$ cat src/rtl/regfile_write_arbiter.sv
// Arbitrates the register-file write port between the execute result (A) and the load result (B).
// Optional macro RF_ARB_FWD_EN adds a combinational bypass of the write landing this cycle.
module regfile_write_arbiter #(
  parameter int ADDRESS_WIDTH = 5,
  parameter int DATA_WIDTH    = 32,
  parameter int MAX_WAIT      = 3
) (
  input  logic                     clk,
  input  logic                     rst,
`ifdef RF_ARB_FWD_EN
  input  logic [ADDRESS_WIDTH-1:0] AD1_i,
  input  logic [ADDRESS_WIDTH-1:0] AD2_i,
  output logic                     fwd1_o,
  output logic                     fwd2_o,
  output logic [DATA_WIDTH-1:0]    fwd_data_o,
`endif
  input  logic                     a_valid_i,
  output logic                     a_ready_o,
  input  logic [ADDRESS_WIDTH-1:0] a_addr_i,
  input  logic [DATA_WIDTH-1:0]    a_data_i,
  input  logic                     b_valid_i,
  output logic                     b_ready_o,
  input  logic [ADDRESS_WIDTH-1:0] b_addr_i,
  input  logic [DATA_WIDTH-1:0]    b_data_i,
  output logic                     WE3_o,
  output logic [ADDRESS_WIDTH-1:0] AD3_o,
  output logic [DATA_WIDTH-1:0]    WD3_o,
  output logic                     starve_o
);

  // A MAX_WAIT of 0 would give a zero-width counter; keep one bit that simply stays at 0.
  localparam int CNT_W = (MAX_WAIT > 0) ? $clog2(MAX_WAIT + 1) : 1;
  localparam logic [CNT_W-1:0] WAIT_LIMIT = CNT_W'(MAX_WAIT);

  logic [CNT_W-1:0]         wait_cnt;
  logic                     b_at_limit;
  logic                     grant_a;
  logic                     grant_b;
  logic                     vld_p0;
  logic [ADDRESS_WIDTH-1:0] addr_p0;
  logic [DATA_WIDTH-1:0]    data_p0;
  logic                     we_p1;
  logic [ADDRESS_WIDTH-1:0] addr_p1;
  logic [DATA_WIDTH-1:0]    data_p1;

  // Stage p0: combinational grant and winner selection
  assign b_at_limit = (wait_cnt == WAIT_LIMIT);

  always_comb begin
    grant_a = 1'b0;
    grant_b = 1'b0;
    addr_p0 = a_addr_i;
    data_p0 = a_data_i;
    if (!rst) begin
      if (b_valid_i && (!a_valid_i || b_at_limit)) begin
        grant_b = 1'b1;
        addr_p0 = b_addr_i;
        data_p0 = b_data_i;
      end else if (a_valid_i) begin
        grant_a = 1'b1;
      end
    end
  end

  assign vld_p0    = grant_a || grant_b;
  assign a_ready_o = grant_a;
  assign b_ready_o = grant_b;
  assign starve_o  = b_at_limit && b_valid_i;

  // B's consecutive-loss counter; only a pending, ungranted B write makes it grow
  always_ff @(posedge clk) begin
    if (rst || !b_valid_i || grant_b) begin
      wait_cnt <= '0;
    end else if (!b_at_limit) begin
      wait_cnt <= wait_cnt + CNT_W'(1);
    end
  end

  // Stage p1: registered write toward the register file; x0 writes never raise the enable
  always_ff @(posedge clk) begin
    if (rst) begin
      we_p1   <= 1'b0;
      addr_p1 <= '0;
      data_p1 <= '0;
    end else if (vld_p0) begin
      we_p1   <= (addr_p0 != '0);
      addr_p1 <= addr_p0;
      data_p1 <= data_p0;
    end else begin
      we_p1   <= 1'b0;
    end
  end

  assign WE3_o = we_p1;
  assign AD3_o = addr_p1;
  assign WD3_o = data_p1;

`ifdef RF_ARB_FWD_EN
  assign fwd1_o     = we_p1 && (addr_p1 == AD1_i);
  assign fwd2_o     = we_p1 && (addr_p1 == AD2_i);
  assign fwd_data_o = data_p1;
`endif

endmodule

$ cat config.mk
export PLATFORM = sky130hd
export DESIGN_NAME = regfile_write_arbiter
export DESIGN_NICKNAME = d
export VERILOG_FILES = /design/src/rtl/regfile_write_arbiter.sv
export SDC_FILE = /design/constraint.sdc
export NUM_CORES = 1
export LEC_CHECK = 0
export BUFFER_PORTS_ARGS = -buffer_cell sky130_fd_sc_hd__buf_2
export CAP_MARGIN = 15
export CORE_MARGIN = 4
export CORE_UTILIZATION = 46
export CTS_CLUSTER_SIZE = 30
export DETAILED_ROUTE_END_ITERATION = 7
export HOLD_SLACK_MARGIN = 0.08
export PLACE_DENSITY = 0.85
export SETUP_SLACK_MARGIN = 0.5
export SYNTH_ARGS = -nofsm -noshare
export SYNTH_HDL_FRONTEND = slang
export SYNTH_SLANG_ARGS = --single-unit
$ cat constraint.sdc
create_clock -name clk -period 3.4 [get_ports clk]
set_input_delay 0.34 -clock clk [delete_from_list [all_inputs] [get_ports clk]]
set_output_delay 0.34 -clock clk [all_outputs]
set_load 0.03 [all_outputs]
==> results.cfg, run 1 <==
[clock_network]
cts-buffers-inserted = 5
cts_resized = 0
cts-hold-fix-buffers = 0
htreeDepth = 2
clk_latency_ns = 0.29
post_cts_buffers = 0
cts_tree = done
clk_path_buf_depth = 2
clk_pin_slew_ns = 0.08
cts_root_buf = clkbuf_8
cts_num_sinks = 40

[synthesis]
ys_seq_elements = 40
syn_area_mm2 = 0.00192
ys_types = 23
yosysTopAreaCell = dfxtp_1
synth_cells = 234
syn_area_per_cell_um2 = 8.20
yosys.area.top_type_share_pct = 41.7
synth_edf_count = 0
synth-compound-area-share_pct = 27.5
synth_xor_area_share_pct = 0
synthTopCellsByArea = dfxtp_1 42%, a311oi_1 17%, nand3_1 9.6%
ys_seq_area_share_pct = 41.7
synthAdderAreaFrac_pct = 0.652
synth_nets = 313
synth_ff_type = dfxtp_1
synth_top_family_by_area = compound AO/OA/AOI/OAI gates
async_flop_share_pct = 0
synth-simple-area-share_pct = 21.1
synth_mux_area_share_pct = 0
yosys_warnings = 0

[finish]
antennaDiodeCount = 0
fillerInstances = 367
multi_input_area_um2 = 946
layout-drive-gt1-share_pct = 38.8
layout-area-overhead-vs-synth_pct = 32.0
finalNetCount = 413
seq_area_um2 = 801

[critical_path]
worstPathArrival_ns = 1.99
start_kind = input port
crit_type = input port to output pin
r2r_cells = 5
end_kind = output pin
critPathMaxFanout = 41
cp.required_ns = 3.06

[placement]
gp_congestion = 0.726
port_buffers = 118
post-dp-hpwl_um = 3710
place_ws_ns = 1.08

[detailed_routing]
routed_via_density = 5.58
drt-pass1-iter-count = 4
remaining_drc_errors = 0
drt-total-wl_um = 5490
postRouteAntennaNets = 0
num_vias = 2149
drt_iter0_drc = 141
wl_per_cell_um = 14.3

[global_route]
grt_pass1_wl_um = 8710
grt_pass1_vias = 1961
antenna_found_initial = 0
grtUsageTotal_pct = 20.7
grt_remaining_overflow = 0
grt_max_degree = 75

[power]
vdd_drop_max_mv = 0.314
power_density_mw_per_mm2 = 465
power_w = 0.00118
power.leakage_nw = 1.14

[floorplan]
initial_core_util_pct = 47.6
die_w_um = 72.6
core_mm2 = 0.00403
die_h_um = 72.6
die-area_mm2 = 0.00527
rows = 23
num_io_pins = 119

[timing]
setup_tns_ns = 0
finalWorstSetupSlack_ns = 1.07
fin_crit_sh_pct = 68.4
tightest_slew_ns = 0.731
slew_viol_final = 0
maxSlewHeadroom_pct = 51.2
min_period_ns = 2.33
finalHoldViolCount = 0
setup_viol = 0
max_freq_ghz = 0.430
fin_skew_ns = 0.00741
rsz0062_at_grt = no

[hold_path]
hp-class = input port to register
holdPathStages = 3

[run]
maxCapViolCount = 0

[run_status]
status = finished clean
==> cell usage in the layout, fill, tap and decap left out <==
master | netlist | final
clkinv_2 | 0 | 1
nand3_1 | 37 | 37
nand2_1 | 2 | 2
buf_4 | 9 | 3
buf_2 | 6 | 118
clkbuf_8 | 0 | 5
o21ba_2 | 1 | 1
nor2_1 | 39 | 39
bufinv_16 | 0 | 1
and4b_1 | 1 | 1
nor2b_1 | 2 | 2
and2_1 | 1 | 1
o21ai_0 | 17 | 17
nand2b_1 | 1 | 1
dfxtp_1 | 40 | 40
a311oi_1 | 37 | 37
a22o_1 | 1 | 1
nor3_1 | 3 | 3
inv_2 | 1 | 1
o21ai_1 | 20 | 20
and2b_1 | 1 | 1
ha_1 | 1 | 1
nor4b_1 | 1 | 1
clkbuf_1 | 9 | 1
==> synthesized netlist by cell type, types with 3 or more instances <==
cell      instances
clkbuf_1          9
buf_4             9
buf_6             3
o21ai_0          17
nor3_1            3
buf_2             6
dfxtp_1          40
nor2_1           39
a311oi_1         37
nand3_1          37
o21ai_1          20
==> cell type report <==
type | count | area share (%)
clock buffers | 6 | 2.86
clock inverters | 2 | 1.38
repair buffers | 121 | 24.2
flip-flops and latches | 40 | 31.6
well taps | 50 | 2.47
inverters | 1 | 0.148
multi-input cells | 165 | 37.3
==> sequential cells by signal, summed over array words and instances (netlist names) <==
signal,flops
AD3_o,5
WD3_o,32
WE3_o,1
wait_cnt,2
==> routing by layer <==
metal	vias to the layer above	global-route usage [%]	routed length, um
met1	969	26.1	2200
met2	101	34.2	2670
met5	-	0	0
met3	6	6.34	556
li1	1073	-	-
met4	0	5.74	68
==> critical path, cell delays in order <==
cell	delay (ns)
buf_2	0.56
inv_2	0.46
nor3_1	0.35
buf_2	0.25
==> stage by stage <==
step	std cells	util (%)	hold WS, ns	instance area (um^2)
after floorplan	234	-	0.408	1920
after global placement	377	60.2	0.419	2430
after detailed placement	377	60.2	0.430	2430
after CTS	385	62.9	0.311	2530
after global routing	385	62.9	0.324	2530
final	385	62.9	0.315	2530
==> final timing paths <==
kind	slack [ns]	to	start
max reg2reg	1.38	WD3_o[10]$_SDFFE_PP0P_	wait_cnt[0]$_SDFFE_PP0N_
min	0.32	WD3_o[30]$_SDFFE_PP0P_	b_data_i[30]
min reg2reg	0.44	wait_cnt[0]$_SDFFE_PP0N_	wait_cnt[0]$_SDFFE_PP0N_
max	1.07	b_ready_o	b_valid_i
==> power by group <==
group | total (W) | switching, W | internal, W
combinational | 0.000278 | 0.000180 | 0.0000979
clock | 0.000379 | 0.000161 | 0.000218
sequential | 0.000521 | 0.0000166 | 0.000505
==> kinds of logic after synthesis <==
kind of cell	count (synthesis)
simple gates	88
compound gates	76
flops	40
buf+inv	29
fa+ha+maj	1
Note: power is estimated with default switching activity, not from simulation.
==> run 2, diff against run 1 <==
--- a/config.mk
+++ b/config.mk
@@ -8,11 +8,11 @@
 export BUFFER_PORTS_ARGS = -buffer_cell sky130_fd_sc_hd__buf_2
 export CAP_MARGIN = 15
 export CORE_MARGIN = 4
-export CORE_UTILIZATION = 46
+export CORE_UTILIZATION = 38
 export CTS_CLUSTER_SIZE = 30
 export DETAILED_ROUTE_END_ITERATION = 7
 export HOLD_SLACK_MARGIN = 0.08
-export PLACE_DENSITY = 0.85
+export PLACE_DENSITY = 0.75
 export SETUP_SLACK_MARGIN = 0.5
 export SYNTH_ARGS = -nofsm -noshare
 export SYNTH_HDL_FRONTEND = slang
==> constraint.sdc (replaced) <==
create_clock -name clk -period 1.9 [get_ports clk]
set_input_delay 0.19 -clock clk [delete_from_list [all_inputs] [get_ports clk]]
set_output_delay 0.19 -clock clk [all_outputs]
set_load 0.03 [all_outputs]
==> results.cfg, run 2 (synthesized netlist as in run 1, its figures left out) <==
[timing]
rsz0062_at_grt = yes
tightest_slew_ns = 0.355
slew_viol_final = 0
setup_viol = 0
setup_tns_ns = 0
finalHoldViolCount = 0
min_period_ns = 1.62
maxSlewHeadroom_pct = 76.3
max_freq_ghz = 0.618
fin_skew_ns = 0.00435
fin_crit_sh_pct = 85.2

[finish]
fin_cells = 430
layout-drive-gt1-share_pct = 47.7
layout-area-overhead-vs-synth_pct = 58.1
finalNetCount = 441
final_cell_mix = 115 x buf_2, 39 x nor2_1, 38 x dfxtp_1
largest_register_ffs = 32
antennaDiodeCount = 0
final_common_cell = buf_2

[clock_network]
cts-buffers-inserted = 5
clk_pin_slew_ns = 0.07
clk_path_buf_depth = 2
cts_num_sinks = 40
cts_tree = done
clk_latency_ns = 0.29
cts_root_buf = clkbuf_8
htreeDepth = 2

[run_status]
status = finished clean

[detailed_routing]
drt_iter0_drc = 161
drt-total-wl_um = 6880
num_vias = 2290
wl_per_cell_um = 16.0
routed_via_density = 5.33
drt-pass1-iter-count = 4
remaining_drc_errors = 0
postRouteAntennaNets = 0

[power]
vdd_drop_max_mv = 0.400
power_density_mw_per_mm2 = 757
power.leakage_nw = 1.37
power_w = 0.00230

[critical_path]
worstPathArrival_ns = 1.43
crit_buf_inv = 3
cp.required_ns = 1.71
cpPeakStageDelay_ns = 0.34
critical_path.cell_chain = ha_4, buf_4, buf_6, and2_4, nor2b_4, buf_6
start_kind = register
end_kind = output pin
path_common_cell = buf_6
critPathSlowestCell = dfxtp_2
critPathMaxFanout = 3
crit_type = register to output pin
path_delay_family = buffers and inverters

[global_route]
grt_remaining_overflow = 0
grt_pass1_vias = 2138
grtUsageTotal_pct = 21.2
antenna_found_initial = 0
grt_max_degree = 45
grt_pass1_wl_um = 10400

[floorplan]
die_w_um = 79.1
die-area_mm2 = 0.00625
die_h_um = 79.1
num_io_pins = 119
initial_core_util_pct = 39.8
rows = 25
core_mm2 = 0.00482

[placement]
post-dp-hpwl_um = 4320
dp_cells = 402
gp_congestion = 0.720
port_buffers = 118

[hold_path]
hp-class = input port to register

[run]
maxCapViolCount = 0
-- run 2: changes by cell type in the layout (fill, tap and decap cells not counted), moves of 3 or more --
cell | previous run | this run
buf_4 | 3 | 17
buf_6 | 0 | 7
a311oi_1 | 37 | 33
a311oi_2 | 0 | 4
buf_12 | 0 | 4
buf_2 | 118 | 115
clkbuf_16 | 0 | 3
o21ai_0 | 17 | 14
-- run 2: metrics by stage --
| step | area, um^2 | utilization, % | hold WS, ns | setup slack (ns) |
|---|---|---|---|---|
| floorplan | 1930 | - | 0.363 | 0.509 |
| global placement | 2530 | 52.6 | 0.414 | 0.455 |
| detailed placement | 2530 | 52.6 | 0.434 | 0.380 |
| CTS | 2880 | 59.8 | 0.160 | 0.242 |
| global route | 3030 | 63.0 | 0.166 | 0.216 |
| finish | 3030 | 63.0 | 0.168 | 0.282 |
-- run 2: report_power, final --
| group | internal, W | leakage [nW] | switching, W |
|---|---|---|---|
| sequential | 0.000903 | 0.332 | 0.0000325 |
| clock | 0.000464 | 0.0645 | 0.000290 |
| combinational | 0.000247 | 0.969 | 0.000361 |
| total | 0.00161 | 1.37 | 0.000683 |
-- run 2: routing by layer --
metal  up-vias  track usage [%]  routed length [um]
li1       1133                -                   -
met1      1027             26.8                2820
met2       119             35.8                3370
met3        11             6.58                 603
met4         0             3.61                  87
met5         -                0                   0
-- run 2: final cells by class --
| class | instances | area (um^2) |
|---|---|---|
| multi-input cells | 165 | 1020 |
| clock buffers | 7 | 96.3 |
| inverters | 1 | 3.75 |
| well taps | 67 | 83.8 |
| fillers | 441 | 1780 |
| repair buffers | 149 | 995 |
| clock inverters | 1 | 30.0 |
| flip-flops and latches | 40 | 803 |
-- run 2: final timing paths --
path / cells past startpoint / start / slack [ns] / end
setup / recovery: 6 / wait_cnt[0]$_SDFFE_PP0N_ / 0.28 / a_ready_o
hold / removal: 3 / b_data_i[12] / 0.17 / WD3_o[12]$_SDFFE_PP0P_
setup reg to reg: 7 / wait_cnt[0]$_SDFFE_PP0N_ / 0.33 / WD3_o[27]$_SDFFE_PP0P_
hold reg to reg: 2 / WD3_o[2]$_SDFFE_PP0P_ / 0.50 / WD3_o[2]$_SDFFE_PP0P_
-- run 2: worst min-delay path, stage by stage --
cell,delay (ns)
buf_2,0.09
nand3_1,0.05
a311oi_1,0.08
-- run 2: what timing repair did --
action,4_1_cts,5_1_grt
hold buffers,0,0
gates resized for setup,29,15
pin swaps,6,7
setup endpoints to repair,40,41
setup buffers,11,3
gates cloned,3,3
==> run 3, diff against run 2 <==
--- a/config.mk
+++ b/config.mk
@@ -11,6 +11,7 @@
 export CORE_UTILIZATION = 38
 export CTS_CLUSTER_SIZE = 30
 export DETAILED_ROUTE_END_ITERATION = 7
+export GPL_TIMING_DRIVEN = 0
 export HOLD_SLACK_MARGIN = 0.08
 export PLACE_DENSITY = 0.75
 export SETUP_SLACK_MARGIN = 0.5
==> constraint.sdc (replaced) <==
create_clock -name clk -period 1.9 [get_ports clk]
set_input_delay 0.38 -clock clk [delete_from_list [all_inputs] [get_ports clk]]
set_output_delay 0.38 -clock clk [all_outputs]
set_load 0.03 [all_outputs]
==> results.cfg, run 3 (synthesized netlist as in run 1, its figures left out) <==
[placement]
post-dp-hpwl_um = 4650
port_buffers = 118
gp_congestion = 0.772
dp_cells = 419
placedInstanceArea_mm2 = 0.00263

[critical_path]
crit_type = register to output pin
worstPathArrival_ns = 1.42
r2r_cells = 9
critPathMaxFanout = 3
cp.required_ns = 1.52
end_kind = output pin
start_kind = register

[detailed_routing]
drt-pass1-iter-count = 4
wl_per_cell_um = 15.1
remaining_drc_errors = 0
drt_iter0_drc = 82
postRouteAntennaNets = 0
drt-total-wl_um = 6600
num_vias = 2312
routed_via_density = 5.28

[hold_path]
hp-class = input port to register
holdPathStages = 3

[power]
vdd_drop_max_mv = 0.399
power.leakage_nw = 1.33
power_density_mw_per_mm2 = 743

[timing]
rsz0062_at_grt = yes
max_freq_ghz = 0.556
fin_skew_ns = 0.00792
fin_crit_sh_pct = 94.7
setup_tns_ns = 0
finalHoldViolCount = 0
min_period_ns = 1.80
setup_viol = 0
hold_ws_ns = 0.351
maxSlewHeadroom_pct = 55.8
tightest_slew_ns = 0.663
slew_viol_final = 0

[floorplan]
die_w_um = 79.1
initial_core_util_pct = 39.8
num_io_pins = 119
core_mm2 = 0.00482
die-area_mm2 = 0.00625
die_h_um = 79.1
rows = 25

[finish]
layout-area-overhead-vs-synth_pct = 56.5
largest_register_ffs = 32
layout-drive-gt1-share_pct = 49.1
finalNetCount = 449
final_util_pct = 62.3
final_cell_mix = 121 x buf_2, 39 x nor2_1, 38 x dfxtp_1
fin_cells = 438
fin_area_mm2 = 0.00300
antennaDiodeCount = 0
final_common_cell = buf_2

[global_route]
grt_pass1_wl_um = 10300
antenna_found_initial = 0
grt_max_degree = 14
grt_remaining_overflow = 0
grt_pass1_vias = 2125
grtUsageTotal_pct = 20.9

[clock_network]
clk_path_buf_depth = 2
clk_pin_slew_ns = 0.08
cts-hold-fix-buffers = 0
clk_latency_ns = 0.29
htreeDepth = 2
cts_tree = done
cts_root_buf = clkbuf_8
cts_num_sinks = 40
cts-buffers-inserted = 5

[run_status]
status = finished clean

[run]
maxCapViolCount = 0
run 3: power by group:
part / switching, W / internal (W)
Clock: 0.000309 / 0.000389
Sequential: 0.0000318 / 0.000903
Combinational: 0.000363 / 0.000235
Total: 0.000704 / 0.00153
run 3: area by class of cell:
type,count,area [um^2]
fill,467,1810
multi-input combinational,165,1090
sequential,40,803
timing repair buffer,129,719
buffer,28,191
tap,67,83.8
clock buffer,5,68.8
clock inverter,3,42.5
inverter,1,3.75
run 3: path summary, 6_finish.rpt:
check                      startpoint                       end  slack (ns)
max reg2reg  wait_cnt[0]$_SDFFE_PP0N_     AD3_o[4]$_SDFFE_PP0P_        0.30
min reg2reg  wait_cnt[0]$_SDFFE_PP0N_  wait_cnt[0]$_SDFFE_PP0N_        0.45
max          wait_cnt[0]$_SDFFE_PP0N_                 b_ready_o        0.10
min                      b_data_i[22]    WD3_o[22]$_SDFFE_PP0P_        0.35
run 3: routing by layer:
layer | track usage (%) | vias to the layer above | wire, um
met5 | 0 | - | 0
met4 | 5.50 | 0 | 63
met3 | 6.24 | 7 | 553
met2 | 35.5 | 92 | 3240
met1 | 25.7 | 1061 | 2740
li1 | - | 1152 | -
run 3: repair_timing:
item | in CTS | in global routing
setup endpoints to repair | 33 | 40
gates cloned | 2 | 0
setup buffers | 7 | 2
resized for setup | 22 | 16
pin swaps | 14 | 12
run 3: worst max-delay path, cell delays in order, from the launching register on:
cell     delay (ns)
dfxtp_2        0.36
ha_4           0.14
and2b_1        0.19
buf_6          0.12
nor3_4         0.14
buf_6          0.16
run 3: metrics by stage:
stage / power, W / setup WS (ns)
after detailed placement: 0.00150 / 0.249
after floorplan: 0.00129 / 0.394
after CTS: 0.00222 / 0.105
after global placement: 0.00149 / 0.261
after global routing: 0.00234 / 0.0420
final: 0.00223 / 0.101
